<file path="src/rtl/systolic_pkg.sv">
// Shared constants and types for the systolic array result path.
package systolic_pkg;

  localparam int unsigned DefMatrixSize = 2;
  localparam int unsigned DefDataSize   = 32;
  localparam int unsigned DefFifoDepth  = 4;

  typedef logic [DefDataSize-1:0] psum_t;

  typedef enum logic [1:0] {
    SliceEmpty,
    SliceComplete,
    SliceMixed
  } slice_e;

endpackage

</file>
<file path="src/rtl/row_fifo.sv">
// Synchronous FIFO of whole result rows; a push into a full FIFO succeeds only alongside a pop.
module row_fifo #(
  parameter int unsigned Width = 64,
  parameter int unsigned Depth = 4
) (
  input  logic             clk_i,
  input  logic             rst_i,
  input  logic             push_i,
  input  logic             pop_i,
  input  logic [Width-1:0] wdata_i,
  output logic [Width-1:0] rdata_o,
  output logic             full_o,
  output logic             empty_o
);

  localparam int unsigned PtrW = $clog2(Depth);
  localparam int unsigned CntW = PtrW + 1;
  localparam logic [CntW-1:0] CntFull = CntW'(Depth);

  logic [Width-1:0] mem_q [Depth];
  logic [Width-1:0] mem_d [Depth];
  logic [PtrW-1:0]  wr_ptr_q, wr_ptr_d;
  logic [PtrW-1:0]  rd_ptr_q, rd_ptr_d;
  logic [CntW-1:0]  count_q, count_d;
  logic             do_push, do_pop;

  assign full_o  = (count_q == CntFull);
  assign empty_o = (count_q == '0);
  assign do_pop  = pop_i && !empty_o;
  assign do_push = push_i && (!full_o || do_pop);
  assign rdata_o = mem_q[rd_ptr_q];

  always_comb begin
    mem_d    = mem_q;
    wr_ptr_d = wr_ptr_q;
    rd_ptr_d = rd_ptr_q;
    count_d  = count_q;
    // Depth is a power of two, so pointers wrap naturally
    if (do_push) begin
      mem_d[wr_ptr_q] = wdata_i;
      wr_ptr_d        = wr_ptr_q + PtrW'(1);
    end
    if (do_pop) begin
      rd_ptr_d = rd_ptr_q + PtrW'(1);
    end
    case ({do_push, do_pop})
      2'b10:   count_d = count_q + CntW'(1);
      2'b01:   count_d = count_q - CntW'(1);
      default: count_d = count_q;
    endcase
  end

  always_ff @(posedge clk_i) begin
    if (rst_i) begin
      for (int i = 0; i < int'(Depth); i++) begin
        mem_q[i] <= '0;
      end
      wr_ptr_q <= '0;
      rd_ptr_q <= '0;
      count_q  <= '0;
    end else begin
      mem_q    <= mem_d;
      wr_ptr_q <= wr_ptr_d;
      rd_ptr_q <= rd_ptr_d;
      count_q  <= count_d;
    end
  end

endmodule

</file>
<file path="src/rtl/result_deskew.sv">
// Realigns skewed column outputs of a systolic array into whole rows and buffers them
// for a ready/valid consumer.
module result_deskew
  import systolic_pkg::*;
#(
  parameter int unsigned MATRIX_SIZE = DefMatrixSize,
  parameter int unsigned DATA_SIZE   = DefDataSize,
  parameter int unsigned FIFO_DEPTH  = DefFifoDepth
) (
  input  logic                   clk,
  input  logic                   reset,
  input  logic                   general_enable,
  input  logic [MATRIX_SIZE-1:0] in_valid,
  input  logic [DATA_SIZE-1:0]   in_psum [MATRIX_SIZE],
  input  logic                   out_ready,
  output logic                   out_valid,
  output logic [DATA_SIZE-1:0]   out_row [MATRIX_SIZE],
  output logic                   done,
  output logic                   overflow,
  output logic                   skew_err
);

  localparam int unsigned RowW = MATRIX_SIZE * DATA_SIZE;
  localparam int unsigned CntW = $clog2(MATRIX_SIZE + 1);
  localparam logic [CntW-1:0] RowsTotal = CntW'(MATRIX_SIZE);

  logic [MATRIX_SIZE-1:0] aligned_valid;
  logic [DATA_SIZE-1:0]   aligned_psum [MATRIX_SIZE];
  slice_e                 slice_kind;

  logic            fifo_full, fifo_empty;
  logic [RowW-1:0] fifo_wdata, fifo_rdata;
  logic            push, pop, drop;

  logic [CntW-1:0] row_cnt_q, row_cnt_d;
  logic            done_q, done_d;
  logic            overflow_q, overflow_d;
  logic            skew_err_q, skew_err_d;

  // Column j waits N-1-j cycles so that all columns of a row line up with column N-1.
  for (genvar j = 0; j < MATRIX_SIZE; j++) begin : g_col
    localparam int Dly = int'(MATRIX_SIZE) - 1 - j;
    if (Dly == 0) begin : g_pass
      assign aligned_valid[j] = in_valid[j];
      assign aligned_psum[j]  = in_psum[j];
    end else begin : g_dly
      logic [Dly-1:0]       vld_q, vld_d;
      logic [DATA_SIZE-1:0] dat_q [Dly];
      logic [DATA_SIZE-1:0] dat_d [Dly];

      always_comb begin
        vld_d = vld_q;
        dat_d = dat_q;
        if (general_enable) begin
          vld_d[0] = in_valid[j];
          dat_d[0] = in_psum[j];
          for (int k = 1; k < Dly; k++) begin
            vld_d[k] = vld_q[k-1];
            dat_d[k] = dat_q[k-1];
          end
        end
      end

      always_ff @(posedge clk) begin
        if (reset) begin
          vld_q <= '0;
          for (int k = 0; k < Dly; k++) begin
            dat_q[k] <= '0;
          end
        end else begin
          vld_q <= vld_d;
          dat_q <= dat_d;
        end
      end

      assign aligned_valid[j] = vld_q[Dly-1];
      assign aligned_psum[j]  = dat_q[Dly-1];
    end
  end

  always_comb begin
    if (&aligned_valid) begin
      slice_kind = SliceComplete;
    end else if (|aligned_valid) begin
      slice_kind = SliceMixed;
    end else begin
      slice_kind = SliceEmpty;
    end
  end

  always_comb begin
    fifo_wdata = '0;
    for (int j = 0; j < int'(MATRIX_SIZE); j++) begin
      fifo_wdata[j*DATA_SIZE +: DATA_SIZE] = aligned_psum[j];
    end
  end

  assign out_valid = general_enable && !fifo_empty;
  assign pop       = out_valid && out_ready;
  assign push      = general_enable && (slice_kind == SliceComplete) && (!fifo_full || pop);
  assign drop      = general_enable && (slice_kind == SliceComplete) && fifo_full && !pop;

  row_fifo #(
    .Width (RowW),
    .Depth (FIFO_DEPTH)
  ) u_row_fifo (
    .clk_i   (clk),
    .rst_i   (reset),
    .push_i  (push),
    .pop_i   (pop),
    .wdata_i (fifo_wdata),
    .rdata_o (fifo_rdata),
    .full_o  (fifo_full),
    .empty_o (fifo_empty)
  );

  // Head row is held while stalled; zero when nothing is buffered.
  always_comb begin
    for (int j = 0; j < int'(MATRIX_SIZE); j++) begin
      out_row[j] = fifo_empty ? '0 : fifo_rdata[j*DATA_SIZE +: DATA_SIZE];
    end
  end

  always_comb begin
    row_cnt_d  = row_cnt_q;
    overflow_d = overflow_q;
    skew_err_d = skew_err_q;
    if (general_enable) begin
      if (pop && (row_cnt_q != RowsTotal)) begin
        row_cnt_d = row_cnt_q + CntW'(1);
      end
      if (drop) begin
        overflow_d = 1'b1;
      end
      if (slice_kind == SliceMixed) begin
        skew_err_d = 1'b1;
      end
    end
    done_d = (row_cnt_d == RowsTotal);
  end

  always_ff @(posedge clk) begin
    if (reset) begin
      row_cnt_q  <= '0;
      done_q     <= 1'b0;
      overflow_q <= 1'b0;
      skew_err_q <= 1'b0;
    end else begin
      row_cnt_q  <= row_cnt_d;
      done_q     <= done_d;
      overflow_q <= overflow_d;
      skew_err_q <= skew_err_d;
    end
  end

  assign done     = done_q;
  assign overflow = overflow_q;
  assign skew_err = skew_err_q;

endmodule

</file>
<file path="config.mk">
export PLATFORM = sky130hd
export DESIGN_NAME = result_deskew
export DESIGN_NICKNAME = d
export VERILOG_FILES = /design/src/rtl/systolic_pkg.sv /design/src/rtl/row_fifo.sv /design/src/rtl/result_deskew.sv
export SDC_FILE = /design/constraint.sdc
export NUM_CORES = 1
export LEC_CHECK = 0
export ABC_AREA = 1
export CORE_ASPECT_RATIO = 1.2
export CORE_MARGIN = 4
export CORE_UTILIZATION = 31
export CTS_CLUSTER_DIAMETER = 150
export DETAILED_ROUTE_END_ITERATION = 16
export SETUP_SLACK_MARGIN = 0.1
export SKIP_CTS_REPAIR_TIMING = 1
export SLEW_MARGIN = 20
export SYNTH_ARGS = -nofsm -noshare
export SYNTH_HDL_FRONTEND = slang
export SYNTH_SLANG_ARGS = --single-unit
export TNS_END_PERCENT = 20
</file>
<file path="constraint.sdc">
create_clock -name clk -period 3.7 [get_ports clk]
set_input_delay 0.37 -clock clk [delete_from_list [all_inputs] [get_ports clk]]
set_output_delay 0.37 -clock clk [all_outputs]
set_load 0.02 [all_outputs]
</file>
Yosys cells after proc, flatten, opt, wreduce, memory -nomap -nowiden. Index checks and enable logic that the tools add are counted.

Mux-type cells: 13. Equality and inequality tests: 7. $add $sub $neg: 5. Bitwise gates (word level): 2. Reductions and logical operators: 21. Magnitude comparators: 3.

Operators by type and width (number): $bwmux 256 (1); $mux 64 (3); $bmux 64 s2 (1); $demux 64 s2 (1); $mux 32 (2); $logic_and 1x1->1 (10); $mux 2 (4); $add 2x1->2 const B (3); $eq 2x2->1 const B (3); $ge 3x3->1 const B (2); $not 2->3 (2); $pmux 3 s2 (1); $reduce_and 2->1 (3); $eq 2x1->1 const B (2); $add 3x1->3 const B (1); $eq 3x3->1 const B (1); $logic_not 1->1 (3); $logic_not 3->1 (1); $lt 3x1->1 const B (1); $sub 3x1->3 const B (1); $logic_or 1x1->1 (2); $ne 2x2->1 const B (1); $reduce_bool 2->1 (1); $reduce_or 2->1 (1).

Register bits after elaboration: 301. Output and inout port bits: 68. Input bits: 70. Word-level logic and storage cells: 64.

Longest topological paths before layout.
Word-level depth: 9. Depth in mapped cells: 13. Gate-level depth less buffers: 11.

Cells and area by module. From an unflattened synthesis, not the netlist that was laid out.

Cell total of the unflattened synthesis: 2726. Area, all modules: 16602.2 um2.

By module, submodules not included: row_fifo (seq. area each 5265.0 um2, area each 14677.8 um2, times used 1, cells an instance 2416); result_deskew (seq. area each 760.7 um2, area each 1924.3 um2, times used 1, cells an instance 310).

Worst setup path before layout. Ideal clock, no wire load.

Path type: input to register. Start: input in_valid[1]. End: register u_row_fifo.count_q[2]. Arrival: 2176 ps. Required time: 3578 ps. Slack: 1402 ps. Cell stages on the path: 13. Path buffers: 2. Library setup time: 122 ps. Cell sequence: ha_1 nand2_1 inv_1 buf_2 clkbuf_1 nand2_1 ha_1 inv_1 fa_1 a21oi_1 o21ai_0 o21ai_0 a21oi_1.

Cells in the longest elaborated chain, start to end: 9. Elaborated cells between the ends (all ways): 12. Classes of those cells: eq/ne: 3; mux: 3; reduce/logical: 6.

RTL lines: from (decl) (line result_deskew.sv:13) `input logic [MATRIX_SIZE-1:0] in_valid,`; $reduce_or 2->1 (line result_deskew.sv:84) `end else if (|aligned_valid) begin`; $mux 2 (line result_deskew.sv:84); $mux 2 * (line result_deskew.sv:82) `if (&aligned_valid) begin`; $eq 2x1->1 * (line result_deskew.sv:100) `assign push = general_enable && (slice_kind == SliceComplete) && (!fifo_full || pop);`; $logic_and 1x1->1 * (2 in a row) (line result_deskew.sv:100); $logic_and 1x1->1 * (line row_fifo.sv:30) `assign do_push = push_i && (!full_o || do_pop);`; $eq 2x1->1 or $eq 2x2->1 (tied branches) (line row_fifo.sv:46) `case ({do_push, do_pop})`; $pmux 3 s2 or $reduce_bool 2->1 (tied branches); to (signal assigned) (line row_fifo.sv:65) `count_q <= count_d;`; to (decl) (line row_fifo.sv:24) `logic [CntW-1:0] count_q, count_d;`.

Mark *: on every way between the ends. The rest lies on a longest branch, timed or not. A chain may end at the register's enable or synchronous reset.

==> flow_summary.ini <==
[logic_synthesis]
netlist.area_leader.share = 0.380
ys_ff_latch = 301
synthArstFlopShare = 0
syn-instance-count = 2555
syn_area_per_cell_sq_um = 6.21
synth_edf_count = 0
ys.flop_type = dfxtp_1
synth_cell_type_count = 21
synth_seq_area_share = 0.380
synthTopCellsByArea = dfxtp_1, inv_1, nand2_1
yosys_warnings = 0
synth_area_leader_cell = dfxtp_1
syn_area_sq_um = 15900
synthesis.nets = 2633

[clock_tree]
htree_levels = 2
clk_latency_ns = 0.52
clk_pin_slew_ns = 0.06
cts_tree = done
cts_root_buffer = clkbuf_16
cts_num_sinks = 301
cts_buffers = 34
clockBufferDepth = 3

[timing]
period_needed_ns = 3.33
clock_skew_ns = 0.0107
tns_ns = 0
fin_crit_sh = 0.900
fmax_mhz = 300
finalWorstSetupSlack_ns = 0.370
finalSetupViolCount = 0
tightest_slew_ns = 0.972
hold_viol_final = 0
rsz0062_at_grt = false
slew_viol_final = 0
slew_headroom = 0.352

[cells_and_area]
nets = 2637
seqCellArea_sq_um = 6030
syn_to_final_growth_pct = 17.5
fill_cells = 5406
drive_above_1_share = 0.0376
final_common_cell = inv_1
multi_input_area_sq_um = 6810
final_cell_mix = inv_1, nand2_1, dfxtp_1
instances_no_fill = 3227
design_area_sq_um = 18600
final_util = 0.370

[grt]
grt_use_met3 = 0.0313
grt_pass1_wl_microns = 78900
grt_pass1_vias = 14404
busiest_layer = met2
met2_usage = 0.291
antenna_found_initial = 0
grt_use_total = 0.173
grt_start_max_net_pins = 149
met1_usage = 0.228
gr-total-overflow = 0

[critical_path]
required_ns = 3.33
rrSetupSlack_ns = 1.42
endpoint_kind = output pin
crit_type = flip-flop to output pin
cp_max_fo = 79
start_kind = flip-flop
worstPathArrival_ns = 2.96

[detailed_routing]
finalWirelength_microns = 50100
drcViolationCount = 0
drt_pass1_iterations = 7
dr.first_iter.drc_count = 1473
via_per_inst = 4.80
vias = 15494
wl_per_cell_microns = 15.5
postRouteAntennaNets = 0

[floorplanning]
core_region_area_sq_um = 50400
die_x_microns = 215
start_util = 0.315
rows = 90
die_y_microns = 256
dieArea_sq_um = 54900
pin_count = 138

[place]
placed_area_sq_um = 17500
hpwl_microns = 28000
dp_slack_ns = 0.852
placed_cells = 3167
numPortBuffers = 137
gp_congestion = 0.764

[flow_run]
cap_violations = 0

[power]
power_density_nw_per_um2 = 391
p_leak_nw = 7.98
irDropWorstVdd_mv = 0.301

[min_path]
hold_path.class = input port to flip-flop

[run_status]
status = complete, no violations
-- final timing paths --
check / to / cells after the start / startpoint
min: g_col[0].g_dly.vld_q / 3 / in_valid[0]
min reg2reg: skew_err / 2 / skew_err
max reg2reg: u_row_fifo.count_q[2] / 10 / u_row_fifo.count_q[1]
max: out_row[61] / 5 / u_row_fifo.rd_ptr_q[0]
-- sequential cells by signal, indices dropped and copies added, names as in the netlist --
register and flops:
u_row_fifo.mem_q 256, g_col.g_dly.dat_q 32, done 1, row_cnt_q 2, u_row_fifo.rd_ptr_q 2, g_col.g_dly.vld_q 1
skew_err 1, overflow 1, u_row_fifo.count_q 3, u_row_fifo.wr_ptr_q 2
-- stage by stage --
| step | power (W) | hold slack, ns |
|---|---|---|
| 2_1_floorplan | 0.00375 | 0.439 |
| 3_3_place_gp | 0.00397 | 0.452 |
| 3_5_place_dp | 0.00398 | 0.476 |
| 4_1_cts | 0.00738 | 0.428 |
| 5_1_grt | 0.00757 | 0.483 |
| 6_report | 0.00729 | 0.443 |
-- cells in the mapped netlist, types with 2 or more instances --
library cell / n
a21oi_1: 233
buf_1: 19
buf_2: 64
buf_4: 5
clkbuf_1: 110
dfxtp_1: 301
ha_1: 7
inv_1: 594
nand2_1: 518
nand3_1: 7
nand3_4: 2
nand4_1: 258
nor2_1: 264
o21ai_0: 166
-- metal layers --
| metal | part of all wire | up-vias |
|---|---|---|
| li1 | - | 7874 |
| met3 | 0.060 | 66 |
| met2 | 0.47 | 405 |
| met1 | 0.45 | 7149 |
| met5 | 0 | - |
| met4 | 0.022 | 0 |
-- area by class of cell --
type,instances,share of cell area
inverter,595,0.121
tap,644,0.0432
multi-input combinational,1461,0.365
antenna,1,0.000134
timing repair buffer,166,0.0886
sequential,301,0.323
clock inverter,7,0.00356
clock buffer,52,0.0552
-- critical path, stage by stage (launching register included) --
cell             delay (ns)
dfxtp_4                0.36
inv_4                  0.63
buf_4                  0.42
o21ai_0                0.14
a21oi_1                0.22
clkdlybuf4s50_1        0.65
-- where the power goes --
part / leakage [nW] / switching (W) / internal, W
sequential: 2.44 / 0.0000208 / 0.00330
combinational: 5.00 / 0.000393 / 0.000202
clock: 0.540 / 0.00139 / 0.00199
total: 7.98 / 0.00180 / 0.00549
-- kinds of logic (layout without fill, tap and decap cells) --
logic type | Yosys count | after routing | synth area share
simple gates | 1052 | 1052 | 0.293
flops | 301 | 301 | 0.380
other cells | 0 | 1 | 0
xor+xnor | 1 | 1 | 0.000552
fa+ha+maj | 8 | 8 | 0.00678
compound gates | 400 | 400 | 0.127
buf+inv | 793 | 820 | 0.194
Power figures use the tool's default switching activity.
